## src/rtl/mesi_bus_arbiter_if.sv

```systemverilog
// Snooping-bus bundle between the MESI bus arbiter (slave) and the cache
// controllers, snoopers and memory that surround it (master).
interface mesi_bus_arbiter_if #(
   parameter int N_CACHES = 4,
   parameter int ADDR_W   = 16
);
   localparam int SRC_W = $clog2(N_CACHES);

   logic [N_CACHES-1:0]        req;
   logic [2*N_CACHES-1:0]      req_op;
   logic [ADDR_W*N_CACHES-1:0] req_addr;
   logic [N_CACHES-1:0]        gnt;
   logic                       bus_valid;
   logic [1:0]                 bus_op;
   logic [ADDR_W-1:0]          bus_addr;
   logic [SRC_W-1:0]           bus_src;
   logic [N_CACHES-1:0]        snoop_shared;
   logic [N_CACHES-1:0]        snoop_dirty;
   logic                       mem_req;
   logic                       mem_we;
   logic                       mem_ack;
   logic [N_CACHES-1:0]        done;
   logic                       done_shared;
   logic                       err;

   modport slave (
      input  req, req_op, req_addr, snoop_shared, snoop_dirty, mem_ack,
      output gnt, bus_valid, bus_op, bus_addr, bus_src, mem_req, mem_we,
             done, done_shared, err
   );

   modport master (
      output req, req_op, req_addr, snoop_shared, snoop_dirty, mem_ack,
      input  gnt, bus_valid, bus_op, bus_addr, bus_src, mem_req, mem_we,
             done, done_shared, err
   );
endinterface

```

## src/rtl/mesi_bus_arbiter.sv

```systemverilog
// Round-robin owner of the shared MESI snooping bus: grant, broadcast, snoop, write-back/fill, done.
// Optional memory-ack watchdog enabled by defining MESI_ARB_TIMEOUT_EN.
module mesi_bus_arbiter #(
   parameter int N_CACHES    = 4,
   parameter int ADDR_W      = 16,
   parameter int SNOOP_WAIT  = 2,
   parameter int TIMEOUT_CYC = 64
) (
   input logic               CLK,
   input logic               CLR,
   mesi_bus_arbiter_if.slave bus
);
   localparam int SRC_W = $clog2(N_CACHES);
   localparam int SNP_W = $clog2(SNOOP_WAIT + 1);

   localparam logic [2:0] S_IDLE  = 3'd0;
   localparam logic [2:0] S_GRANT = 3'd1;
   localparam logic [2:0] S_SNOOP = 3'd2;
   localparam logic [2:0] S_WB    = 3'd3;
   localparam logic [2:0] S_MEM   = 3'd4;
   localparam logic [2:0] S_DONE  = 3'd5;

   localparam logic [1:0] OP_UPGR = 2'b10;

   if (N_CACHES < 2 || N_CACHES > 8 || SNOOP_WAIT < 1 || TIMEOUT_CYC < 1) begin : g_bad_params
      $error("mesi_bus_arbiter: parameter out of range");
   end

   logic [2:0]          state;
   logic [SRC_W-1:0]    rr_ptr;
   logic [SRC_W-1:0]    src;
   logic [1:0]          op;
   logic [ADDR_W-1:0]   addr;
   logic                sh_acc;
   logic                dt_acc;
   logic                err_flag;
   logic [SNP_W-1:0]    snoop_cnt;

   logic [SRC_W-1:0]    pick;
   logic                pick_vld;
   logic [SRC_W-1:0]    cand;
   int                  idx;
   logic [1:0]          pick_op;
   logic [ADDR_W-1:0]   pick_addr;
   logic [N_CACHES-1:0] own;
   logic                sh_nxt;
   logic                dt_nxt;
   logic                tmo_hit;

   // Scan downward so the candidate closest to rr_ptr is the last (winning) assignment.
   always_comb begin
      pick     = '0;
      pick_vld = 1'b0;
      cand     = '0;
      idx      = 0;
      for (int k = N_CACHES - 1; k >= 0; k--) begin
         idx  = (int'(rr_ptr) + k) % N_CACHES;
         cand = SRC_W'(idx);
         if (bus.req[cand]) begin
            pick     = cand;
            pick_vld = 1'b1;
         end
      end
   end

   always_comb begin
      pick_op   = '0;
      pick_addr = '0;
      own       = '0;
      for (int i = 0; i < N_CACHES; i++) begin
         if (SRC_W'(i) == pick) begin
            pick_op   = bus.req_op[2*i +: 2];
            pick_addr = bus.req_addr[ADDR_W*i +: ADDR_W];
         end
         own[i] = (SRC_W'(i) == src);
      end
   end

   // The requester's own snoop lines are ignored; this cycle's inputs count toward the exit decision.
   assign sh_nxt = sh_acc | (|(bus.snoop_shared & ~own));
   assign dt_nxt = dt_acc | (|(bus.snoop_dirty & ~own));

`ifdef MESI_ARB_TIMEOUT_EN
   localparam int TMO_W = $clog2(TIMEOUT_CYC + 1);
   logic [TMO_W-1:0] tmo_cnt;

   always_ff @(posedge CLK or negedge CLR) begin
      if (!CLR) begin
         tmo_cnt <= '0;
      end else if (state == S_WB || state == S_MEM) begin
         tmo_cnt <= tmo_cnt + 1'b1;
      end else begin
         tmo_cnt <= '0;
      end
   end

   assign tmo_hit = (tmo_cnt == TMO_W'(TIMEOUT_CYC - 1));
`else
   assign tmo_hit = 1'b0;
`endif

   always_ff @(posedge CLK or negedge CLR) begin
      if (!CLR) begin
         state     <= S_IDLE;
         rr_ptr    <= '0;
         src       <= '0;
         op        <= '0;
         addr      <= '0;
         sh_acc    <= 1'b0;
         dt_acc    <= 1'b0;
         err_flag  <= 1'b0;
         snoop_cnt <= '0;
      end else begin
         case (state)
            S_IDLE: begin
               if (pick_vld) begin
                  src      <= pick;
                  op       <= pick_op;
                  addr     <= pick_addr;
                  sh_acc   <= 1'b0;
                  dt_acc   <= 1'b0;
                  err_flag <= 1'b0;
                  state    <= S_GRANT;
               end
            end
            S_GRANT: begin
               snoop_cnt <= '0;
               state     <= S_SNOOP;
            end
            S_SNOOP: begin
               sh_acc <= sh_nxt;
               dt_acc <= dt_nxt;
               if (snoop_cnt == SNP_W'(SNOOP_WAIT - 1)) begin
                  // A dirty holder supplies the data itself, so write-back replaces any fill.
                  if (dt_nxt) begin
                     state <= S_WB;
                  end else if (op == OP_UPGR) begin
                     state <= S_DONE;
                  end else begin
                     state <= S_MEM;
                  end
               end else begin
                  snoop_cnt <= snoop_cnt + 1'b1;
               end
            end
            S_WB, S_MEM: begin
               if (bus.mem_ack) begin
                  state <= S_DONE;
               end else if (tmo_hit) begin
                  err_flag <= 1'b1;
                  state    <= S_DONE;
               end
            end
            S_DONE: begin
               rr_ptr <= (src == SRC_W'(N_CACHES - 1)) ? '0 : src + 1'b1;
               state  <= S_IDLE;
            end
            default: state <= S_IDLE;
         endcase
      end
   end

   always_comb begin
      bus.gnt         = (state != S_IDLE) ? own : '0;
      bus.bus_valid   = (state == S_GRANT);
      bus.mem_req     = (state == S_WB) || (state == S_MEM);
      bus.mem_we      = (state == S_WB);
      bus.done        = (state == S_DONE) ? own : '0;
      bus.done_shared = (state == S_DONE) && (sh_acc || dt_acc) && !err_flag;
      bus.err         = (state == S_DONE) && err_flag;
   end

   assign bus.bus_op   = op;
   assign bus.bus_addr = addr;
   assign bus.bus_src  = src;
endmodule

```

## src/flat_wrapper.sv

```systemverilog
// flat-port wrapper written by rule: the top's interface ports become plain ports
module mesi_bus_arbiter_flat 
#(
   parameter int N_CACHES    = 4,
   parameter int ADDR_W      = 16,
   parameter int SNOOP_WAIT  = 2,
   parameter int TIMEOUT_CYC = 64
)
  (CLK, CLR, bus_req, bus_req_op, bus_req_addr, bus_snoop_shared, bus_snoop_dirty, bus_mem_ack, bus_gnt, bus_bus_valid, bus_bus_op, bus_bus_addr, bus_bus_src, bus_mem_req, bus_mem_we, bus_done, bus_done_shared, bus_err);
  mesi_bus_arbiter_if #(.N_CACHES(N_CACHES), .ADDR_W(ADDR_W)) bus_i ();
  input logic CLK;
  input logic CLR;
  input wire logic [$bits(bus_i.req)-1:0] bus_req;
  input wire logic [$bits(bus_i.req_op)-1:0] bus_req_op;
  input wire logic [$bits(bus_i.req_addr)-1:0] bus_req_addr;
  input wire logic [$bits(bus_i.snoop_shared)-1:0] bus_snoop_shared;
  input wire logic [$bits(bus_i.snoop_dirty)-1:0] bus_snoop_dirty;
  input wire logic [$bits(bus_i.mem_ack)-1:0] bus_mem_ack;
  output wire logic [$bits(bus_i.gnt)-1:0] bus_gnt;
  output wire logic [$bits(bus_i.bus_valid)-1:0] bus_bus_valid;
  output wire logic [$bits(bus_i.bus_op)-1:0] bus_bus_op;
  output wire logic [$bits(bus_i.bus_addr)-1:0] bus_bus_addr;
  output wire logic [$bits(bus_i.bus_src)-1:0] bus_bus_src;
  output wire logic [$bits(bus_i.mem_req)-1:0] bus_mem_req;
  output wire logic [$bits(bus_i.mem_we)-1:0] bus_mem_we;
  output wire logic [$bits(bus_i.done)-1:0] bus_done;
  output wire logic [$bits(bus_i.done_shared)-1:0] bus_done_shared;
  output wire logic [$bits(bus_i.err)-1:0] bus_err;
  assign bus_i.req = bus_req;
  assign bus_i.req_op = bus_req_op;
  assign bus_i.req_addr = bus_req_addr;
  assign bus_i.snoop_shared = bus_snoop_shared;
  assign bus_i.snoop_dirty = bus_snoop_dirty;
  assign bus_i.mem_ack = bus_mem_ack;
  assign bus_gnt = bus_i.gnt;
  assign bus_bus_valid = bus_i.bus_valid;
  assign bus_bus_op = bus_i.bus_op;
  assign bus_bus_addr = bus_i.bus_addr;
  assign bus_bus_src = bus_i.bus_src;
  assign bus_mem_req = bus_i.mem_req;
  assign bus_mem_we = bus_i.mem_we;
  assign bus_done = bus_i.done;
  assign bus_done_shared = bus_i.done_shared;
  assign bus_err = bus_i.err;
  mesi_bus_arbiter #(.N_CACHES(N_CACHES), .ADDR_W(ADDR_W), .SNOOP_WAIT(SNOOP_WAIT), .TIMEOUT_CYC(TIMEOUT_CYC)) u_core (.CLK(CLK), .CLR(CLR), .bus(bus_i));
endmodule
```

## config.mk

```make
export PLATFORM = sky130hd
export DESIGN_NAME = mesi_bus_arbiter_flat
export DESIGN_NICKNAME = d
export VERILOG_FILES = /design/src/rtl/mesi_bus_arbiter_if.sv /design/src/rtl/mesi_bus_arbiter.sv /design/src/flat_wrapper.sv
export SDC_FILE = /design/constraint.sdc
export NUM_CORES = 1
export LEC_CHECK = 0
export ABC_AREA = 0
export BUFFER_PORTS_ARGS = -buffer_cell sky130_fd_sc_hd__buf_2
export CORE_AREA = 2 2 73 75
export CTS_BUF_LIST = sky130_fd_sc_hd__clkbuf_4
export CTS_CLUSTER_SIZE = 14
export DETAILED_ROUTE_END_ITERATION = 10
export DIE_AREA = 0 0 75 77
export PLACE_DENSITY = 0.85
export SETUP_SLACK_MARGIN = 0.02
export SLEW_MARGIN = 10
export SYNTH_ARGS = -nofsm -noshare
export SYNTH_HDL_FRONTEND = slang
export SYNTH_SLANG_ARGS = --single-unit
```

## constraint.sdc

```tcl
create_clock -name CLK -period 4.8 [get_ports CLK]
set_clock_uncertainty 0.15 [all_clocks]
set_input_delay 0.72 -clock CLK [delete_from_list [all_inputs] [get_ports CLK]]
set_output_delay 0.72 -clock CLK [all_outputs]
set_load 0.02 [all_outputs]
```

==> flow_summary.json, run 1 <==
{
  "status": "completed",
  "grt_max_degree": 30,
  "ctsResizeCount": 0,
  "max_freq_mhz": 332.5,
  "rsz0062_at_grt": "false",
  "worstMarginPinSlew_ns": 1.235,
  "highest_layer": "met4",
  "viasPerCell": 5.994,
  "max_slew_margin_pct": 17.14,
  "r2r_cells": 4,
  "vias": 2835,
  "first_pass_iters": 4,
  "post-cts-setup-buffer-count": 0,
  "drt-met1-wl_um": 3177,
  "rrSetupSlack_ns": 2.16,
  "overflow": 0,
  "fin_crit_sh_pct": 62.66,
  "ys_ff_latch": 29,
  "ant_nets": 0,
  "finalSetupViolCount": 0,
  "p_int_mw": 0.8249,
  "drc": 0,
  "crit-reg2reg-launch": "u_core.rr_ptr[0]$_DFFE_PN0P_",
  "synth_cell_types": 47,
  "min_period_ns": 3.008,
  "seqPwrFrac_pct": 29.4,
  "io_pins": 120,
  "hold_ws_ns": 0.2725,
  "antenna_found_initial": 0,
  "die-area_sq_um": 5775,
  "cp.arrival_ns": 2.14,
  "final_common_cell": "buf_2",
  "final_hold_viol_count": 0,
  "tns_ns": 0,
  "p_sw_mw": 0.9311,
  "yosys_warnings": 0,
  "combPwrFrac_pct": 62.3,
  "cts_tree": "yes",
  "drt-initial-drc-count": 270,
  "core_sq_um": 4977,
  "powerDensity_nw_per_um2": 565.4,
  "die_width_um": 75,
  "fin_util_pct": 62.39,
  "pwr-share-clk_pct": 8.3,
  "hold_buffers": 0,
  "wl_met3_um": 636,
  "clock-sinks": 29,
  "async_reset_ff_share_pct": 100.0,
  "ys_seq_area_share_pct": 29.07,
  "synth_top_flop_cell": "dfrtp_1",
  "reg2reg_to": "u_core.bus.bus_addr[9]$_DFFE_PN0P_",
  "rows": 26,
  "syn_inst": 302,
  "syn2layout_area_growth_pct": 24.41,
  "crit_fanout": 11,
  "cts_buffers": 5,
  "maxCapViolations": 0,
  "grt_pass1_wl_um": 12220,
  "drv_slew": 0,
  "clk_pin_slew_worst_paths_ns": 0.10,
  "clockBufferDepth": 2,
  "syn_area_sq_um": 2496,
  "layout_common_cells": "118 x buf_2, 30 x nand2_1, 29 x dfrtp_1",
  "nNetsFinal": 494,
  "wl_per_cell_um": 16.35,
  "hp-class": "in2async",
  "htreeDepth": 2,
  "syn_area_per_cell_sq_um": 8.265,
  "start_util_pct": 50.15,
  "hpwlAfterDp_um": 5565,
  "synth_edf_count": 0,
  "synth_nets": 394,
  "num_antenna_cells": 0,
  "critical_path_class": "reg2out",
  "clkLatencyLatePin_ns": 0.34,
  "vdd_drop_max_mv": 0.2901,
  "placement.io_buffers": 118,
  "die_h_um": 77,
  "swShare_pct": 53.02,
  "root_buffer": "clkbuf_4",
  "required_ns": 3.93,
  "gp_congestion": 0.8659,
  "route.met2.wl_um": 3738,
  "end_kind": "primary output",
  "start_kind": "register",
  "grt_usage_pct": 26.80,
  "drive_gt1_share_pct": 35.98,
  "p_leak_nw": 1.430,
  "grt_pass1_vias": 2685,
  "finalWirelength_um": 7734
}
-- cell families after synthesis --
family / count (synthesis) / synth area share (%)
buffers and inverters: 54 / 9.273
and+or+nand+nor: 107 / 23.96
DFF: 29 / 29.07
other: 1 / 0.1502
adders and majority gates: 5 / 2.506
AOI/OAI and AO/OA: 106 / 35.04
-- synth_stat cells (2+ instances only) --
| master | n | share of area (%) |
|---|---|---|
| buf_2 | 8 | 1.6 |
| nand2b_1 | 9 | 2.3 |
| nor3_1 | 3 | 0.60 |
| o21ai_1 | 5 | 1.0 |
| a32oi_2 | 10 | 6.5 |
| nand2_1 | 30 | 4.5 |
| buf_4 | 2 | 0.60 |
| o21ai_0 | 22 | 4.4 |
| dfrtp_1 | 29 | 29 |
| nand3_1 | 21 | 4.2 |
| o31ai_1 | 2 | 0.60 |
| o2111ai_1 | 20 | 7.0 |
| a21oi_1 | 6 | 1.2 |
| and2_1 | 4 | 1.0 |
| o21bai_1 | 2 | 0.60 |
| inv_1 | 27 | 4.1 |
| o211ai_1 | 18 | 5.4 |
| nor2_1 | 7 | 1.1 |
| nand3b_1 | 18 | 5.4 |
| ha_1 | 5 | 2.5 |
| clkbuf_1 | 14 | 2.1 |
| nor2b_1 | 8 | 2.0 |
| a32oi_1 | 8 | 2.8 |
-- routing by layer --
| layer | global-route usage (%) | vias to the layer above |
|---|---|---|
| li1 | - | 1324 |
| met1 | 35.68 | 1323 |
| met2 | 42.72 | 168 |
| met3 | 4.599 | 20 |
| met4 | 10.18 | 0 |
| met5 | 0 | - |
-- critical path, cell delays in order, from the launching register on --
cell	delay, ns
dfrtp_1	0.58
clkinv_1	0.32
nor3_1	0.54
and2_1	0.21
buf_2	0.16
-- power by group through the flow --
stage,sequential (mW),clock (mW),combinational (mW)
detailed placement,0.515,0,1.09
finish,0.517,0.145,1.09
global route,0.536,0.156,1.20
floorplan,0.549,0,0.757
CTS,0.513,0.145,1.09
global placement,0.512,0,1.05
-- worst max path at each step --
stage,start,to
floorplan,bus_req[0],u_core.bus.bus_addr[6]$_DFFE_PN0P_
global placement,bus_req[1],u_core.bus.bus_addr[9]$_DFFE_PN0P_
detailed placement,bus_req[1],u_core.bus.bus_addr[9]$_DFFE_PN0P_
CTS,u_core.state[0]$_DFFE_PN0P_,bus_done[0]
global route,u_core.state[0]$_DFFE_PN0P_,bus_done[0]
finish,u_core.state[0]$_DFFE_PN0P_,bus_done[3]
-- state kept, by name, indices dropped and copies added (netlist names) --
| name | cells |
|---|---|
| u_core.dt_acc | 1 |
| u_core.sh_acc | 1 |
| u_core.state | 3 |
| u_core.bus.bus_op | 2 |
| u_core.bus.bus_addr | 16 |
| u_core.bus.bus_src | 2 |
| u_core.snoop_cnt | 2 |
| u_core.rr_ptr | 2 |
-- cell type report --
cell class | count | area (sq um)
Clock buffer | 5 | 37.54
Clock inverter | 3 | 12.51
Fill cell | 450 | 1872
Inverter | 28 | 105.1
Multi-Input combinational cell | 219 | 1539
Sequential cell | 29 | 725.7
Tap cell | 70 | 87.58
Timing Repair Buffer | 119 | 598.1
-- metrics by stage --
| stage | instances | worst slack [ns] | instance area [sq um] | power (mW) |
|---|---|---|---|---|
| after floorplan | 302 | 2.540 | 2496 | 1.306 |
| after CTS | 473 | 1.774 | 3105 | 1.746 |
| after global routing | 473 | 1.648 | 3105 | 1.892 |
| after detailed placement | 465 | 1.883 | 3055 | 1.604 |
| after global placement | 465 | 1.991 | 3055 | 1.566 |
| final | 473 | 1.792 | 3105 | 1.756 |
No activity file was read; power rests on OpenSTA's default activity.
==> run 2: changes to the inputs <==
--- a/config.mk
+++ b/config.mk
@@ -5,14 +5,14 @@
 export SDC_FILE = /design/constraint.sdc
 export NUM_CORES = 1
 export LEC_CHECK = 0
-export ABC_AREA = 0
+export ABC_AREA = 1
 export BUFFER_PORTS_ARGS = -buffer_cell sky130_fd_sc_hd__buf_2
-export CORE_AREA = 2 2 73 75
+export CORE_AREA = 2 2 74 76
 export CTS_BUF_LIST = sky130_fd_sc_hd__clkbuf_4
 export CTS_CLUSTER_SIZE = 14
 export DETAILED_ROUTE_END_ITERATION = 10
-export DIE_AREA = 0 0 75 77
-export PLACE_DENSITY = 0.85
+export DIE_AREA = 0 0 76 78
+export PLACE_DENSITY = 0.8
 export SETUP_SLACK_MARGIN = 0.02
 export SLEW_MARGIN = 10
 export SYNTH_ARGS = -nofsm -noshare
==> constraint.sdc (replaced) <==
create_clock -name CLK -period 2.96 [get_ports CLK]
set_clock_uncertainty 0.15 [all_clocks]
set_input_delay 0.444 -clock CLK [delete_from_list [all_inputs] [get_ports CLK]]
set_output_delay 0.444 -clock CLK [all_outputs]
set_load 0.02 [all_outputs]
==> flow_summary.json, run 2 <==
{
  "critical_path.cell_chain": "inv_4 > nand2_1 > nand2_2 > nand2_2 > nand2_1 > nand2_1 > nand2_2 > a21oi_2 > nand4_1 > nand3_1 > nand2_1 > nand2_1 > nand2_1",
  "max_slew_margin_pct": 48.23,
  "gp_congestion": 0.8682,
  "met2_usage_pct": 37.86,
  "yosys-top-cells-area": "dfrtp_1 31%, nand2_1 17%, inv_1 8.7%, nand3_1 8.1%, o21ai_0 5.4%",
  "syn_area_sq_um": 2338,
  "use_met3_pct": 4.767,
  "rrSetupSlack_ns": 0.58,
  "vias": 2643,
  "required_ns": 3.05,
  "clock-sinks": 29,
  "hpwlAfterDp_um": 4988,
  "grt_max_degree": 36,
  "place_inst": 537,
  "yosysMostFrequentCell": "nand2_1",
  "drt-initial-drc-count": 117,
  "cp_slowest_cell": "a21oi_2",
  "crit_cells": 13,
  "clockBufferDepth": 2,
  "cpLargestDelayFamily": "simple AND/OR/NAND/NOR gates",
  "reg2reg_to": "u_core.bus.bus_addr[13]$_DFFE_PN0P_",
  "max_freq_mhz": 419.4,
  "syn_inst": 362,
  "powerDensity_nw_per_um2": 1221,
  "drc": 0,
  "r2r_cells": 13,
  "largest_reg_flops": 16,
  "worstMarginPinSlew_ns": 0.7765,
  "grt_pass1_vias": 2440,
  "htreeDepth": 2,
  "viasPerCell": 4.841,
  "min_period_ns": 2.384,
  "syn2layout_area_growth_pct": 26.75,
  "design_area_sq_um": 2964,
  "fin_crit_sh_pct": 80.55,
  "layout_common_cells": "118 x buf_2, 107 x nand2_1, 54 x inv_1",
  "status": "completed",
  "clkLatencyLatePin_ns": 0.34,
  "ys_ff_latch": 29,
  "start_util_pct": 46.38,
  "hold_depth": 5,
  "grt_usage_pct": 22.03,
  "core_sq_um": 5042,
  "instances_no_fill": 546,
  "grt_pass1_wl_um": 10730,
  "cts_buffers": 5,
  "cts_tree": "yes",
  "hp-class": "in2reg",
  "ctsResizeCount": 0,
  "ys_seq_area_share_pct": 31.03,
  "rsz0062_at_grt": "false",
  "wl_per_cell_um": 11.73,
  "p_leak_nw": 1.816,
  "synth_edf_count": 0,
  "vdd_drop_max_mv": 0.5484,
  "hold_ws_ns": 0.2471,
  "die_width_um": 76,
  "antenna_found_initial": 0,
  "netlist.area_leader.share_pct": 31.03,
  "first_pass_iters": 4,
  "yosys_warnings": 0,
  "hold_end": "u_core.bus.bus_addr[12]$_DFFE_PN0P_",
  "crit-reg2reg-launch": "u_core.rr_ptr[0]$_DFFE_PN0P_",
  "die-area_sq_um": 5928,
  "cp.arrival_ns": 2.47,
  "ant_nets": 0,
  "crit_top_cell": "nand2_1",
  "drive_gt1_share_pct": 32.77,
  "io_pins": 120,
  "async_reset_ff_share_pct": 100.0,
  "cpPeakStageDelay_ns": 0.62,
  "synth_area_leader_cell": "dfrtp_1",
  "maxCapViolations": 0,
  "overflow": 0,
  "placement.io_buffers": 118,
  "dpl_cell_area_sq_um": 2904,
  "clk_pin_slew_worst_paths_ns": 0.10,
  "worstHoldStart": "bus_req_addr[60]",
  "die_h_um": 78,
  "finalSetupViolCount": 0,
  "num_antenna_cells": 0,
  "drv_slew": 0,
  "start_kind": "register",
  "tns_ns": 0,
  "syn_area_per_cell_sq_um": 6.460,
  "nNetsFinal": 567,
  "finalWirelength_um": 6403,
  "critical_path_class": "reg2reg",
  "final_common_cell": "buf_2",
  "use_met1_pct": 27.97,
  "yosys-top-cells-count": "107 x nand2_1, 54 x inv_1, 38 x nand3_1, 29 x dfrtp_1",
  "crit_fanout": 17,
  "synth_nets": 454,
  "crit_buf_inv": 1,
  "synth_cell_types": 29,
  "rows": 26,
  "root_buffer": "clkbuf_4",
  "busiest_layer": "met2",
  "final_hold_viol_count": 0,
  "synth_top_flop_cell": "dfrtp_1",
  "end_kind": "register"
}
run 2: layout make-up:
cell class	instances	area [sq um]
Clock buffer	5	37.54
Clock inverter	3	12.51
Fill cell	510	2078
Inverter	58	220.2
Multi-Input combinational cell	261	1272
Sequential cell	29	725.7
Tap cell	70	87.58
Timing Repair Buffer	120	608.1
run 2: routing by layer:
layer	routed length, um	part of all wire (%)	vias up
met2	3146	49	101
met3	419	6.5	8
met1	2766	43	1185
li1	-	-	1349
met5	0	0	-
met4	70	1.1	0
run 2: worst max path at each step:
stage                            startpoint                                   to  slack, ns
4_1_cts        u_core.rr_ptr[0]$_DFFE_PN0P_  u_core.bus.bus_addr[14]$_DFFE_PN0P_       0.60
5_1_grt        u_core.rr_ptr[0]$_DFFE_PN0P_  u_core.bus.bus_addr[12]$_DFFE_PN0P_       0.36
2_1_floorplan   u_core.state[2]$_DFFE_PN0P_          u_core.state[2]$_DFFE_PN0P_       1.02
3_3_place_gp   u_core.rr_ptr[0]$_DFFE_PN0P_  u_core.bus.bus_addr[12]$_DFFE_PN0P_       0.70
3_5_place_dp   u_core.rr_ptr[0]$_DFFE_PN0P_  u_core.bus.bus_addr[14]$_DFFE_PN0P_       0.60
6_report       u_core.rr_ptr[0]$_DFFE_PN0P_  u_core.bus.bus_addr[13]$_DFFE_PN0P_       0.58
run 2: report_power, final:
group / internal (mW) / total (mW) / leakage [nW] / switching (mW)
Clock: 0.0857 / 0.232 / 0.0300 / 0.146
Combinational: 0.846 / 2.65 / 1.42 / 1.80
Sequential: 0.592 / 0.738 / 0.364 / 0.146
run 2: cell families (layout without fill, tap and decap cells):
family / Yosys count / after routing / share of synthesized area [%]
AO/OA/AOI/OAI: 53 / 53 / 11.88
other: 1 / 1 / 0.1604
AND/OR/NAND/NOR: 202 / 202 / 39.70
buffers and inverters: 72 / 186 / 14.55
flip-flops: 29 / 29 / 31.03
adder cells (fa/ha/maj): 5 / 5 / 2.675
run 2: per-stage QoR:
| stage | utilization [%] | setup WS [ns] | total power, mW |
|---|---|---|---|
| 2_1_floorplan | - | 1.023 | 2.945 |
| 3_3_place_gp | 57.59 | 0.7019 | 3.314 |
| 3_5_place_dp | 57.59 | 0.5990 | 3.401 |
| 4_1_cts | 58.78 | 0.5969 | 3.641 |
| 5_1_grt | 58.78 | 0.3573 | 4.024 |
| 6_report | 58.78 | 0.5756 | 3.619 |
run 2: what timing repair did:
item,4_1_cts,5_1_grt
hold endpoints to repair,7,0
setup buffers,0,0
hold buffers,1,0
run 2: worst reg2reg max path, stage by stage, from the launching register on:
cell,delay [ns]
dfrtp_1,0.57
inv_4,0.08
nand2_1,0.09
nand2_2,0.07
nand2_2,0.08
nand2_1,0.05
nand2_1,0.06
nand2_2,0.06
a21oi_2,0.62
nand4_1,0.16
nand3_1,0.12
nand2_1,0.06
nand2_1,0.06
nand2_1,0.04
